<file path="src/rtl/sram_axi_bridge_pkg.sv">
// rtl/sram_axi_bridge_pkg.sv - shared IDs, FSM encodings and size mapping for the SRAM-to-AXI bridge
//
// Purpose: common definitions imported by sram_axi_bridge and axi_wr_ctrl.
//   AXI_INST_ID / AXI_DATA_ID : default AXI IDs for instruction and data traffic
//   ar_state_t                : read-address channel states
//   w_state_t                 : write channel states
//   size_to_axsize            : SRAM size code (0=1B,1=2B,2=4B) to AXI AxSIZE
package sram_axi_bridge_pkg;

  localparam logic [3:0] AXI_INST_ID = 4'd0;
  localparam logic [3:0] AXI_DATA_ID = 4'd1;

  typedef enum logic {
    AR_IDLE = 1'b0,
    AR_BUSY = 1'b1
  } ar_state_t;

  typedef enum logic [1:0] {
    W_IDLE = 2'd0,
    W_ADDR = 2'd1,
    W_RESP = 2'd2
  } w_state_t;

  function automatic logic [2:0] size_to_axsize(input logic [1:0] size);
    return {1'b0, size};
  endfunction

endpackage

</file>
<file path="src/rtl/sram_axi_bridge_axi_wr_ctrl.sv">
// rtl/sram_axi_bridge_axi_wr_ctrl.sv - single-beat AXI write sequencer (AW/W/B) for the data port
//
// Purpose: latches one data-port write on start, drives AW and W independently
// until each completes, then waits for B and reports completion.
// Ports:
//   clk, reset                      : clock, synchronous active-high reset
//   start                           : write accepted this cycle (only sampled in W_IDLE)
//   req_addr/size/wstrb/wdata       : write request fields from the data port
//   awaddr, awsize, awvalid, awready: write address channel
//   wdata, wstrb, wvalid, wready    : write data channel
//   bvalid                          : write response valid (bready is tied high at the top)
//   busy                            : a write is in flight (state != W_IDLE)
//   data_ok                         : one-cycle write completion to the core
module axi_wr_ctrl
  import sram_axi_bridge_pkg::*;
(
  input  logic        clk,
  input  logic        reset,
  input  logic        start,
  input  logic [31:0] req_addr,
  input  logic [1:0]  req_size,
  input  logic [3:0]  req_wstrb,
  input  logic [31:0] req_wdata,
  output logic [31:0] awaddr,
  output logic [2:0]  awsize,
  output logic        awvalid,
  input  logic        awready,
  output logic [31:0] wdata,
  output logic [3:0]  wstrb,
  output logic        wvalid,
  input  logic        wready,
  input  logic        bvalid,
  output logic        busy,
  output logic        data_ok
);

  w_state_t state, state_next;
  logic     aw_done, w_done;

  always_ff @(posedge clk) begin
    if (reset) begin
      state <= W_IDLE;
    end else begin
      state <= state_next;
    end
  end

  // AW and W retire independently; the phase ends once both have been seen,
  // whether that happens in the same cycle or in different cycles.
  always_comb begin
    state_next = state;
    awvalid    = 1'b0;
    wvalid     = 1'b0;
    data_ok    = 1'b0;
    busy       = (state != W_IDLE);
    case (state)
      W_IDLE: begin
        if (start) state_next = W_ADDR;
      end
      W_ADDR: begin
        awvalid = ~aw_done;
        wvalid  = ~w_done;
        if ((aw_done | awready) && (w_done | wready)) state_next = W_RESP;
      end
      W_RESP: begin
        if (bvalid) begin
          data_ok    = 1'b1;
          state_next = W_IDLE;
        end
      end
      default: state_next = W_IDLE;
    endcase
  end

  always_ff @(posedge clk) begin
    if (reset) begin
      aw_done <= 1'b0;
      w_done  <= 1'b0;
      awaddr  <= 32'd0;
      awsize  <= 3'd0;
      wdata   <= 32'd0;
      wstrb   <= 4'd0;
    end else if (state == W_IDLE) begin
      aw_done <= 1'b0;
      w_done  <= 1'b0;
      if (start) begin
        awaddr <= req_addr;
        awsize <= size_to_axsize(req_size);
        wdata  <= req_wdata;
        wstrb  <= req_wstrb;
      end
    end else if (state == W_ADDR) begin
      if (awready) aw_done <= 1'b1;
      if (wready)  w_done  <= 1'b1;
    end
  end

endmodule

</file>
<file path="src/rtl/sram_axi_bridge.sv">
// rtl/sram_axi_bridge.sv - instruction/data SRAM-like ports to a single AXI3 master
//
// Purpose: arbitrates the shared AR channel between the IF and MEM ports, tracks
// one outstanding transaction per source, demuxes R by ID and hands data-port
// writes to axi_wr_ctrl.
// Ports:
//   clk, reset                              : clock, synchronous active-high reset
//   inst_sram_*                             : instruction port (read only; wr/wstrb/wdata ignored)
//   data_sram_*                             : data port (read or write)
//   arid/araddr/arsize/arvalid/arready      : read address channel
//   arlen/arburst/arlock/arcache/arprot     : read address constants
//   rid/rdata/rvalid/rready                 : read data channel (rready tied high)
//   awid/awaddr/awsize/awvalid/awready      : write address channel
//   awlen/awburst                           : write address constants
//   wid/wdata/wstrb/wlast/wvalid/wready     : write data channel
//   bvalid/bready                           : write response (bready tied high)
module sram_axi_bridge
  import sram_axi_bridge_pkg::*;
#(
  parameter logic [3:0] INST_ID = AXI_INST_ID,
  parameter logic [3:0] DATA_ID = AXI_DATA_ID
) (
  input  logic        clk,
  input  logic        reset,
  input  logic        inst_sram_req,
  input  logic        inst_sram_wr,
  input  logic [1:0]  inst_sram_size,
  input  logic [31:0] inst_sram_addr,
  input  logic [3:0]  inst_sram_wstrb,
  input  logic [31:0] inst_sram_wdata,
  output logic        inst_sram_addr_ok,
  output logic        inst_sram_data_ok,
  output logic [31:0] inst_sram_rdata,
  input  logic        data_sram_req,
  input  logic        data_sram_wr,
  input  logic [1:0]  data_sram_size,
  input  logic [31:0] data_sram_addr,
  input  logic [3:0]  data_sram_wstrb,
  input  logic [31:0] data_sram_wdata,
  output logic        data_sram_addr_ok,
  output logic        data_sram_data_ok,
  output logic [31:0] data_sram_rdata,
  output logic [3:0]  arid,
  output logic [31:0] araddr,
  output logic [3:0]  arlen,
  output logic [2:0]  arsize,
  output logic [1:0]  arburst,
  output logic [1:0]  arlock,
  output logic [3:0]  arcache,
  output logic [2:0]  arprot,
  output logic        arvalid,
  input  logic        arready,
  input  logic [3:0]  rid,
  input  logic [31:0] rdata,
  input  logic        rvalid,
  output logic        rready,
  output logic [3:0]  awid,
  output logic [31:0] awaddr,
  output logic [3:0]  awlen,
  output logic [2:0]  awsize,
  output logic [1:0]  awburst,
  output logic        awvalid,
  input  logic        awready,
  output logic [3:0]  wid,
  output logic [31:0] wdata,
  output logic [3:0]  wstrb,
  output logic        wlast,
  output logic        wvalid,
  input  logic        wready,
  input  logic        bvalid,
  output logic        bready
);

  ar_state_t ar_state, ar_next;
  logic      inst_pend, data_pend;
  logic      ar_idle;
  logic      data_rd_grant, data_wr_start, inst_grant;
  logic      data_pend_write;
  logic      r_inst, r_data, b_hs;
  logic      w_busy, w_data_ok;
  logic      unused;

  assign unused = ^{inst_sram_wr, inst_sram_wstrb, inst_sram_wdata};

  assign arlen   = 4'd0;
  assign arburst = 2'b01;
  assign arlock  = 2'd0;
  assign arcache = 4'd0;
  assign arprot  = 3'd0;
  assign awid    = DATA_ID;
  assign awlen   = 4'd0;
  assign awburst = 2'b01;
  assign wid     = 4'd1;
  assign wlast   = 1'b1;
  assign rready  = 1'b1;
  assign bready  = 1'b1;

  assign ar_idle = (ar_state == AR_IDLE);

  // Writes also wait for AR_IDLE so a data write never races a data read that
  // is still presenting its address.
  assign data_rd_grant   = ar_idle & data_sram_req & ~data_sram_wr & ~data_pend;
  assign data_wr_start   = ar_idle & data_sram_req &  data_sram_wr & ~data_pend;
  // An in-flight data write may be modifying code; hold instruction fetches off.
  assign data_pend_write = data_pend & w_busy;
  assign inst_grant      = ar_idle & inst_sram_req & ~inst_pend & ~data_pend_write & ~data_rd_grant;

  assign r_inst = rvalid & rready & (rid == INST_ID);
  assign r_data = rvalid & rready & (rid == DATA_ID);
  assign b_hs   = bvalid & bready;

  assign inst_sram_addr_ok = inst_grant;
  assign data_sram_addr_ok = data_rd_grant | data_wr_start;
  assign inst_sram_data_ok = r_inst;
  assign data_sram_data_ok = r_data | w_data_ok;
  assign inst_sram_rdata   = rdata;
  assign data_sram_rdata   = rdata;

  always_ff @(posedge clk) begin
    if (reset) begin
      ar_state <= AR_IDLE;
    end else begin
      ar_state <= ar_next;
    end
  end

  always_comb begin
    ar_next = ar_state;
    arvalid = 1'b0;
    case (ar_state)
      AR_IDLE: begin
        if (data_rd_grant | inst_grant) ar_next = AR_BUSY;
      end
      AR_BUSY: begin
        arvalid = 1'b1;
        if (arready) ar_next = AR_IDLE;
      end
      default: ar_next = AR_IDLE;
    endcase
  end

  // Address fields are only loaded on a grant, so they stay frozen while
  // arvalid waits for arready.
  always_ff @(posedge clk) begin
    if (reset) begin
      arid   <= 4'd0;
      araddr <= 32'd0;
      arsize <= 3'd0;
    end else if (data_rd_grant) begin
      arid   <= DATA_ID;
      araddr <= data_sram_addr;
      arsize <= size_to_axsize(data_sram_size);
    end else if (inst_grant) begin
      arid   <= INST_ID;
      araddr <= inst_sram_addr;
      arsize <= size_to_axsize(inst_sram_size);
    end
  end

  always_ff @(posedge clk) begin
    if (reset) begin
      inst_pend <= 1'b0;
      data_pend <= 1'b0;
    end else begin
      if (inst_grant)  inst_pend <= 1'b1;
      else if (r_inst) inst_pend <= 1'b0;
      if (data_rd_grant | data_wr_start) data_pend <= 1'b1;
      else if (r_data | b_hs)            data_pend <= 1'b0;
    end
  end

  axi_wr_ctrl u_wr_ctrl (
    .clk       (clk),
    .reset     (reset),
    .start     (data_wr_start),
    .req_addr  (data_sram_addr),
    .req_size  (data_sram_size),
    .req_wstrb (data_sram_wstrb),
    .req_wdata (data_sram_wdata),
    .awaddr    (awaddr),
    .awsize    (awsize),
    .awvalid   (awvalid),
    .awready   (awready),
    .wdata     (wdata),
    .wstrb     (wstrb),
    .wvalid    (wvalid),
    .wready    (wready),
    .bvalid    (bvalid),
    .busy      (w_busy),
    .data_ok   (w_data_ok)
  );

endmodule

</file>
<file path="config.mk">
export PLATFORM = sky130hd
export DESIGN_NAME = sram_axi_bridge
export DESIGN_NICKNAME = d
export VERILOG_FILES = /design/src/rtl/sram_axi_bridge_pkg.sv /design/src/rtl/sram_axi_bridge_axi_wr_ctrl.sv /design/src/rtl/sram_axi_bridge.sv
export SDC_FILE = /design/constraint.sdc
export NUM_CORES = 1
export LEC_CHECK = 0
export ABC_AREA = 1
export CORE_AREA = 4 4 155 157
export CTS_BUF_LIST = sky130_fd_sc_hd__clkbuf_16
export CTS_CLUSTER_DIAMETER = 30
export CTS_CLUSTER_SIZE = 14
export DETAILED_ROUTE_END_ITERATION = 12
export DIE_AREA = 0 0 159 161
export HOLD_SLACK_MARGIN = 0.05
export PLACE_DENSITY = 0.66
export SYNTH_ARGS = -nofsm -noshare
export SYNTH_HDL_FRONTEND = slang
export SYNTH_SLANG_ARGS = --single-unit
</file>
<file path="constraint.sdc">
create_clock -name clk -period 1.44 [get_ports clk]
set_input_delay 0.144 -clock clk [delete_from_list [all_inputs] [get_ports clk]]
set_output_delay 0.144 -clock clk [all_outputs]
set_load 0.005 [all_outputs]
</file>
==> results of run 1 <==
==> cells in the mapped netlist, drive strengths merged, types with 2 or more instances <==
cell type / number
o21ai: 71
a21oi: 39
nand4: 36
inv: 11
clkbuf: 25
nand3: 39
nand2: 109
conb: 2
nor2: 156
buf: 124
dfxtp: 112
==> critical path, stage by stage, from the launching register on <==
cell and delay (ps):
dfxtp_4 370, buf_6 120, nor3_4 190, buf_6 140
nand2_8 100, buf_12 190, o21ai_1 170, nor2_1 50
==> flip-flops by register name, summed over array words and instances (netlist names) <==
name	count
arsize	2
ar_state	1
u_wr_ctrl.wstrb	4
data_pend	1
u_wr_ctrl.aw_done	1
u_wr_ctrl.state	2
araddr	32
u_wr_ctrl.awaddr	32
u_wr_ctrl.awsize	2
inst_pend	1
u_wr_ctrl.w_done	1
u_wr_ctrl.wdata	32
arid	1
==> what timing repair did <==
| item | CTS | global route |
|---|---|---|
| hold buffers | 0 | 0 |
| pin swaps | 18 | 7 |
| cloned | 5 | 5 |
| gates resized for setup | 52 | 32 |
| buffers inserted | 9 | 2 |
| endpoints found under the setup margin | 100 | 103 |
==> metal layers <==
metal / track usage / vias to the layer above / wire, um
li1: - / 2604 / -
met4: 0.0667 / 0 / 705
met2: 0.251 / 208 / 9980
met1: 0.170 / 2447 / 8350
met5: 0 / - / 0
met3: 0.0378 / 54 / 1440
==> final cells by class <==
type | instances | area share
Clock buffer | 9 | 0.0272
Clock inverter | 6 | 0.00530
Antenna cell | 1 | 0.000303
Timing Repair Buffer | 280 | 0.366
Multi-Input combinational cell | 491 | 0.278
Inverter | 12 | 0.00757
Sequential cell | 112 | 0.272
Tap cell | 285 | 0.0431
==> metrics by stage <==
stage	instance area, sq um	util	setup TNS [ps]	setup slack [ps]
floorplan	5450	-	0	179
global placement	7460	0.331	-27390	-335
detailed placement	7460	0.331	-28660	-353
CTS	8050	0.358	-259	-65.1
global route	8270	0.367	-4640	-79.0
finish	8270	0.367	-108	-26.3
==> cell families after synthesis <==
logic type | Yosys count | share of synthesized area
flops | 112 | 0.422
compound gates | 113 | 0.108
simple gates | 341 | 0.272
other cells | 2 | 0.00141
buf+inv | 161 | 0.197
==> report_power, final <==
part	switching [mW]	internal, mW	total, mW
sequential	0.160	3.40	3.56
clock	1.25	1.18	2.43
combinational	1.21	1.47	2.68
==> how the worst min path moves through the flow <==
stage | slack, ps | end | depth (start not counted)
detailed placement | 290 | data_sram_rdata[6] | 0
global route | 220 | u_wr_ctrl.awaddr[13] | 4
global placement | 290 | data_sram_rdata[6] | 0
finish | 220 | u_wr_ctrl.awaddr[13] | 4
CTS | 190 | u_wr_ctrl.awaddr[17] | 4
floorplan | 290 | u_wr_ctrl.aw_done | 2
==> run_results.csv, run 1 <==
group,metric,value,unit
logic_synthesis,synth_ff_type,"dfxtp_1",
clock_network,clock_sinks,112,
clock_network,cts_buffers,9,
detailed_routing,drtIter0Drc,263,
detailed_routing,drt-pass1-iter-count,7,
floorplan,die_area,25600,sq um
floorplan,initial_core_util,0.236,
detailed_routing,avgViaCountPerCell,4.44,
detailed_routing,ant_nets,0,
global_routing,first_global_vias,5127,
floorplan,ioPinCount,400,
layout,layout.area.seq,2250,sq um
worst_setup_path,arrival,1710,ps
sta,final.period_utilization,1.02,
place,gp_congestion,0.749,
worst_setup_path,rrSetupSlack,-30,ps
worst_hold_path,hp-start,"reset",
place,dp.cells,1160,
clock_network,htree_num_levels,3,
floorplan,rows,55,
layout,area_delta_synth_final,55.5,%
logic_synthesis,synth.area.top_cells,"dfxtp_1, buf_4, nor2_1",
detailed_routing,vias,5313,
sta,whs,222,ps
logic_synthesis,synth_edf_count,0,
sta,fmax,682,MHz
layout,layout_commonest_cell,"clkdlybuf4s50_1",
worst_setup_path,cp-start-kind,"flop",
run_status,violations,"setup timing",
run_status,status,"complete, but fails checks",
floorplan,die_h,161,um
global_routing,grtUsageTotal,0.145,
detailed_routing,finalWirelength,20500,um
worst_setup_path,regToRegEndpoint,"u_wr_ctrl.awaddr[10]",
global_routing,grt_pass1_wl,29300,um
logic_synthesis,avgSynthCellArea,7.29,sq um
global_routing,grt_overflow,0,
place,place_hpwl,13600,um
clock_network,clkLatencyLatePin,350,ps
place,io_buffer_count,229,
sta,finalSetupViolations,9,
worst_setup_path,critPathLaunch,"ar_state",
logic_synthesis,synth.top_cell.area_share,0.422,
layout,drive_gt1_frac,0.126,
worst_hold_path,worstHoldPathType,"in2reg",
floorplan,dieWidth,159,um
worst_setup_path,r2r_start,"ar_state",
sta,fin_crit,1470,ps
worst_setup_path,endpoint_kind,"flop",
worst_setup_path,worstPathRequired,1690,ps
power,vdd_drop_max,0.000459,V
logic_synthesis,async_reset_ff_frac,0,
sta,finalHoldViolations,0,
sta,slew_violations,0,
power,power,8.66,mW
layout,layout.cells.non_filler,1196,
power,power.density,1050,nW/um^2
worst_setup_path,cp_max_fo,31,
logic_synthesis,synth_cell_types,23,
logic_synthesis,synth_seq_cells,112,
layout,multi_input_area,2300,sq um
clock_network,cts.reportedPaths.clkPinSlew,80,ps
sta,skew,10.6,ps
logic_synthesis,ys_seq_area_frac,0.422,
logic_synthesis,yosys.area.top_type,"dfxtp_1",
sta,layout_setup_ws,-26.3,ps
power,leakage,3.33,nW
logic_synthesis,synth_area,5320,sq um
clock_network,cts_root_buf,"clkbuf_16",
global_routing,grt_max_degree,45,
layout,finalNetCount,1093,
worst_setup_path,reg2regPathDepth,7,
worst_setup_path,crit_type,"reg2reg",
layout,fill_cells,2372,
layout,mostFrequentLayoutCells,"clkdlybuf4s50_1, nor2_1, dfxtp_1",
floorplan,fp.coreArea,22500,sq um
global_routing,antenna_found_initial,1,
job,drv_cap,0,
clock_network,cts_tree,"built",
worst_setup_path,cp-endpoint,"u_wr_ctrl.awaddr[10]",
detailed_routing,route.detailed.drc,0,
logic_synthesis,synthCells,729,
logic_synthesis,yosysWarnings,0,
detailed_routing,wl_per_cell,17.1,um
sta,rsz0062_at_grt,"true",
clock_network,cts_buffer_depth,2,
(Power assumes the default switching activity.)
==> run 2, diff against run 1 <==
--- a/config.mk
+++ b/config.mk
@@ -6,14 +6,16 @@
 export NUM_CORES = 1
 export LEC_CHECK = 0
 export ABC_AREA = 1
-export CORE_AREA = 4 4 155 157
+export CORE_AREA = 4 4 154 156
 export CTS_BUF_LIST = sky130_fd_sc_hd__clkbuf_16
 export CTS_CLUSTER_DIAMETER = 30
 export CTS_CLUSTER_SIZE = 14
 export DETAILED_ROUTE_END_ITERATION = 12
-export DIE_AREA = 0 0 159 161
+export DIE_AREA = 0 0 158 160
 export HOLD_SLACK_MARGIN = 0.05
-export PLACE_DENSITY = 0.66
+export PLACE_DENSITY = 0.68
+export SKIP_CTS_REPAIR_TIMING = 1
 export SYNTH_ARGS = -nofsm -noshare
 export SYNTH_HDL_FRONTEND = slang
+export SYNTH_HIERARCHICAL = 1
 export SYNTH_SLANG_ARGS = --single-unit
==> run 2 against run 1 <==
  * The run still ends with setup timing left
  * Setup slack worse by 60 ps
  * Non-clock buffer count is 7 lower
  * Clock skew is 2.8 ps higher
  * Sequential share of layout area hardly changed
  * Synthesized cell count is 10% higher
  * First-iteration DRC count is 24% higher
  * Largest power group unchanged
  * Sequential power hardly changed
==> run_results.csv, run 2 <==
group,metric,value,unit
layout,layout_commonest_cell,"clkdlybuf4s50_1",
power,comb_power_share,0.287,
sta,rsz0062_at_grt,"true",
power,p_int,5.96,mW
logic_synthesis,synth.top_cell.area_share,0.401,
power,power.density,1030,nW/um^2
power,switching_share,0.303,
logic_synthesis,yosys.area.top_type,"dfxtp_1",
global_routing,grt_max_degree,72,
sta,slew_violations,0,
logic_synthesis,ys_seq_area_frac,0.401,
logic_synthesis,yosysMostFrequentCell,"nor2_1",
place,gp_congestion,0.823,
logic_synthesis,synth_cell_types,27,
floorplan,ioPinCount,400,
detailed_routing,avgViaCountPerCell,4.26,
sta,final.period_utilization,1.06,
worst_setup_path,r2r_start,"ar_state",
layout,layout.cells.non_filler,1270,
layout,area_delta_synth_final,48.0,%
clock_network,cts.reportedPaths.clkPinSlew,80,ps
worst_setup_path,regToRegEndpoint,"u_wr_ctrl/awaddr[27]",
worst_setup_path,cp-start-kind,"flop",
logic_synthesis,synth_seq_cells,112,
worst_setup_path,arrival,1780,ps
sta,whs,288,ps
sta,skew,13.4,ps
layout,finalNetCount,1167,
worst_setup_path,reg2regPathDepth,9,
power,clkPwrFrac,0.293,
run_status,status,"complete, but fails checks",
logic_synthesis,synth.area.top_cells,"dfxtp_1, nor2_1, buf_4",
detailed_routing,wl_per_cell,16.9,um
power,p_seq_frac,0.420,
worst_setup_path,worstPathRequired,1690,ps
sta,finalSetupViolations,70,
worst_setup_path,crit_type,"reg2reg",
global_routing,grt_overflow,0,
sta,fin_crit,1530,ps
clock_network,cts_buffer_depth,2,
floorplan,die_h,160,um
clock_network,cts_tree,"built",
logic_synthesis,synth_ff_type,"dfxtp_1",
layout,drive_gt1_frac,0.101,
detailed_routing,finalWirelength,21500,um
clock_network,clkLatencyLatePin,360,ps
detailed_routing,route.detailed.drc,0,
worst_setup_path,critPathLaunch,"ar_state",
global_routing,first_global_vias,5188,
floorplan,die_area,25300,sq um
logic_synthesis,synth_edf_count,0,
place,place_hpwl,14900,um
floorplan,dieWidth,158,um
detailed_routing,drtIter0Drc,327,
power,vdd_drop_max,0.000565,V
worst_setup_path,endpoint_kind,"flop",
layout,reg_top3,"araddr (32), u_wr_ctrl/awaddr (32), u_wr_ctrl/wdata (32)",
logic_synthesis,synth_area,5590,sq um
layout,diodes,0,
detailed_routing,vias,5405,
detailed_routing,ant_nets,0,
clock_network,cts_root_buf,"clkbuf_16",
layout,mostFrequentLayoutCells,"clkdlybuf4s50_1, nor2_1, dfxtp_1",
logic_synthesis,synthCells,803,
sta,finalHoldViolations,0,
floorplan,fp.coreArea,22400,sq um
floorplan,rows,55,
clock_network,htree_num_levels,3,
detailed_routing,drt-pass1-iter-count,4,
job,drv_cap,0,
global_routing,antenna_found_initial,1,
worst_hold_path,worstHoldPathType,"in2out",
worst_setup_path,cp-endpoint,"u_wr_ctrl/awaddr[27]",
logic_synthesis,yosysWarnings,6,
logic_synthesis,async_reset_ff_frac,0,
power,leakage,3.89,nW
sta,fmax,655,MHz
logic_synthesis,avgSynthCellArea,6.96,sq um
power,power_switching,2.60,mW
worst_setup_path,cp_max_fo,71,
sta,layout_setup_ws,-86.6,ps
worst_setup_path,rrSetupSlack,-90,ps
global_routing,grt_pass1_wl,29700,um
clock_network,cts_buffers,9,
worst_hold_path,worst_hold_path.num_cells,0,
logic_synthesis,ys_top_cells_by_count,"nor2_1, dfxtp_1, buf_4, nand2_1, inv_1",
global_routing,grtUsageTotal,0.153,
place,dp.cells,1242,
clock_network,clock_sinks,112,
place,io_buffer_count,229,
floorplan,initial_core_util,0.250,
run_status,violations,"setup timing",
[run 2: changes by cell type in the layout (fill, tap and decap cells not counted), sizes merged, moves of 4 or more]
cell / before / now
a21oi: 39 / 6
nor2: 156 / 228
nand3: 39 / 43
inv: 14 / 81
buf: 49 / 43
nand2: 109 / 87
nand3b: 0 / 27
nand4: 36 / 1
[run 2: final cells by class]
| cell class | count | area, sq um |
|---|---|---|
| clock inverter | 7 | 52.6 |
| inverter | 79 | 317 |
| sequential | 112 | 2250 |
| fill | 2316 | 14100 |
| multi-input combinational | 505 | 2280 |
| tap | 285 | 357 |
| clock buffer | 9 | 225 |
| timing repair buffer | 273 | 2800 |
[run 2: worst min-delay path by stage]
stage / from / slack (ps) / to
global route: rdata[17] / 290 / inst_sram_rdata[17]
global placement: rdata[30] / 290 / data_sram_rdata[30]
detailed placement: rdata[30] / 290 / data_sram_rdata[30]
CTS: rdata[30] / 290 / data_sram_rdata[30]
finish: rdata[17] / 290 / inst_sram_rdata[17]
floorplan: reset / 210 / data_pend
[run 2: routing by layer]
| metal | share of wire | global-route usage | routed length, um |
|---|---|---|---|
| met3 | 0.091 | 0.0477 | 1970 |
| met1 | 0.37 | 0.165 | 8050 |
| met5 | 0 | 0 | 0 |
| met4 | 0.028 | 0.0632 | 605 |
| met2 | 0.51 | 0.273 | 10900 |
[run 2: power by group through the flow]
| stage | sequential (mW) | clock (mW) | combinational [mW] |
|---|---|---|---|
| final | 3.59 | 2.51 | 2.45 |
| after global placement | 3.65 | 0 | 2.30 |
| after floorplan | 3.67 | 0 | 1.13 |
| after detailed placement | 3.65 | 0 | 2.32 |
| after global routing | 3.63 | 2.72 | 2.69 |
| after CTS | 3.59 | 2.61 | 2.33 |
[run 2: stage by stage]
step	setup TNS, ps	power [mW]	setup WS [ps]	cell area (sq um)	utilization
4_1_cts	-6210	8.53	-622	8010	0.358
3_3_place_gp	-34010	5.95	-377	7730	0.346
2_1_floorplan	-1450	4.80	-21.8	5750	-
6_report	-2690	8.56	-86.6	8270	0.370
3_5_place_dp	-36400	5.97	-399	7730	0.346
5_1_grt	-10520	9.04	-166	8270	0.370
[run 2: kinds of logic after synthesis]
kind of cell,Yosys count,synth area share
compound gates,80,0.0723
buf+inv,220,0.227
other cells,3,0.00201
simple gates,388,0.298
flops,112,0.401
[run 2: worst max-delay path, cell delays in order, from the launching register on]
cell     delay, ps
dfxtp_4        370
nor2_4         130
nand2_1         60
nor2_1         110
inv_2           80
nor2_8         140
buf_12         170
inv_16         110
nor2_1         140
nor2_1          50
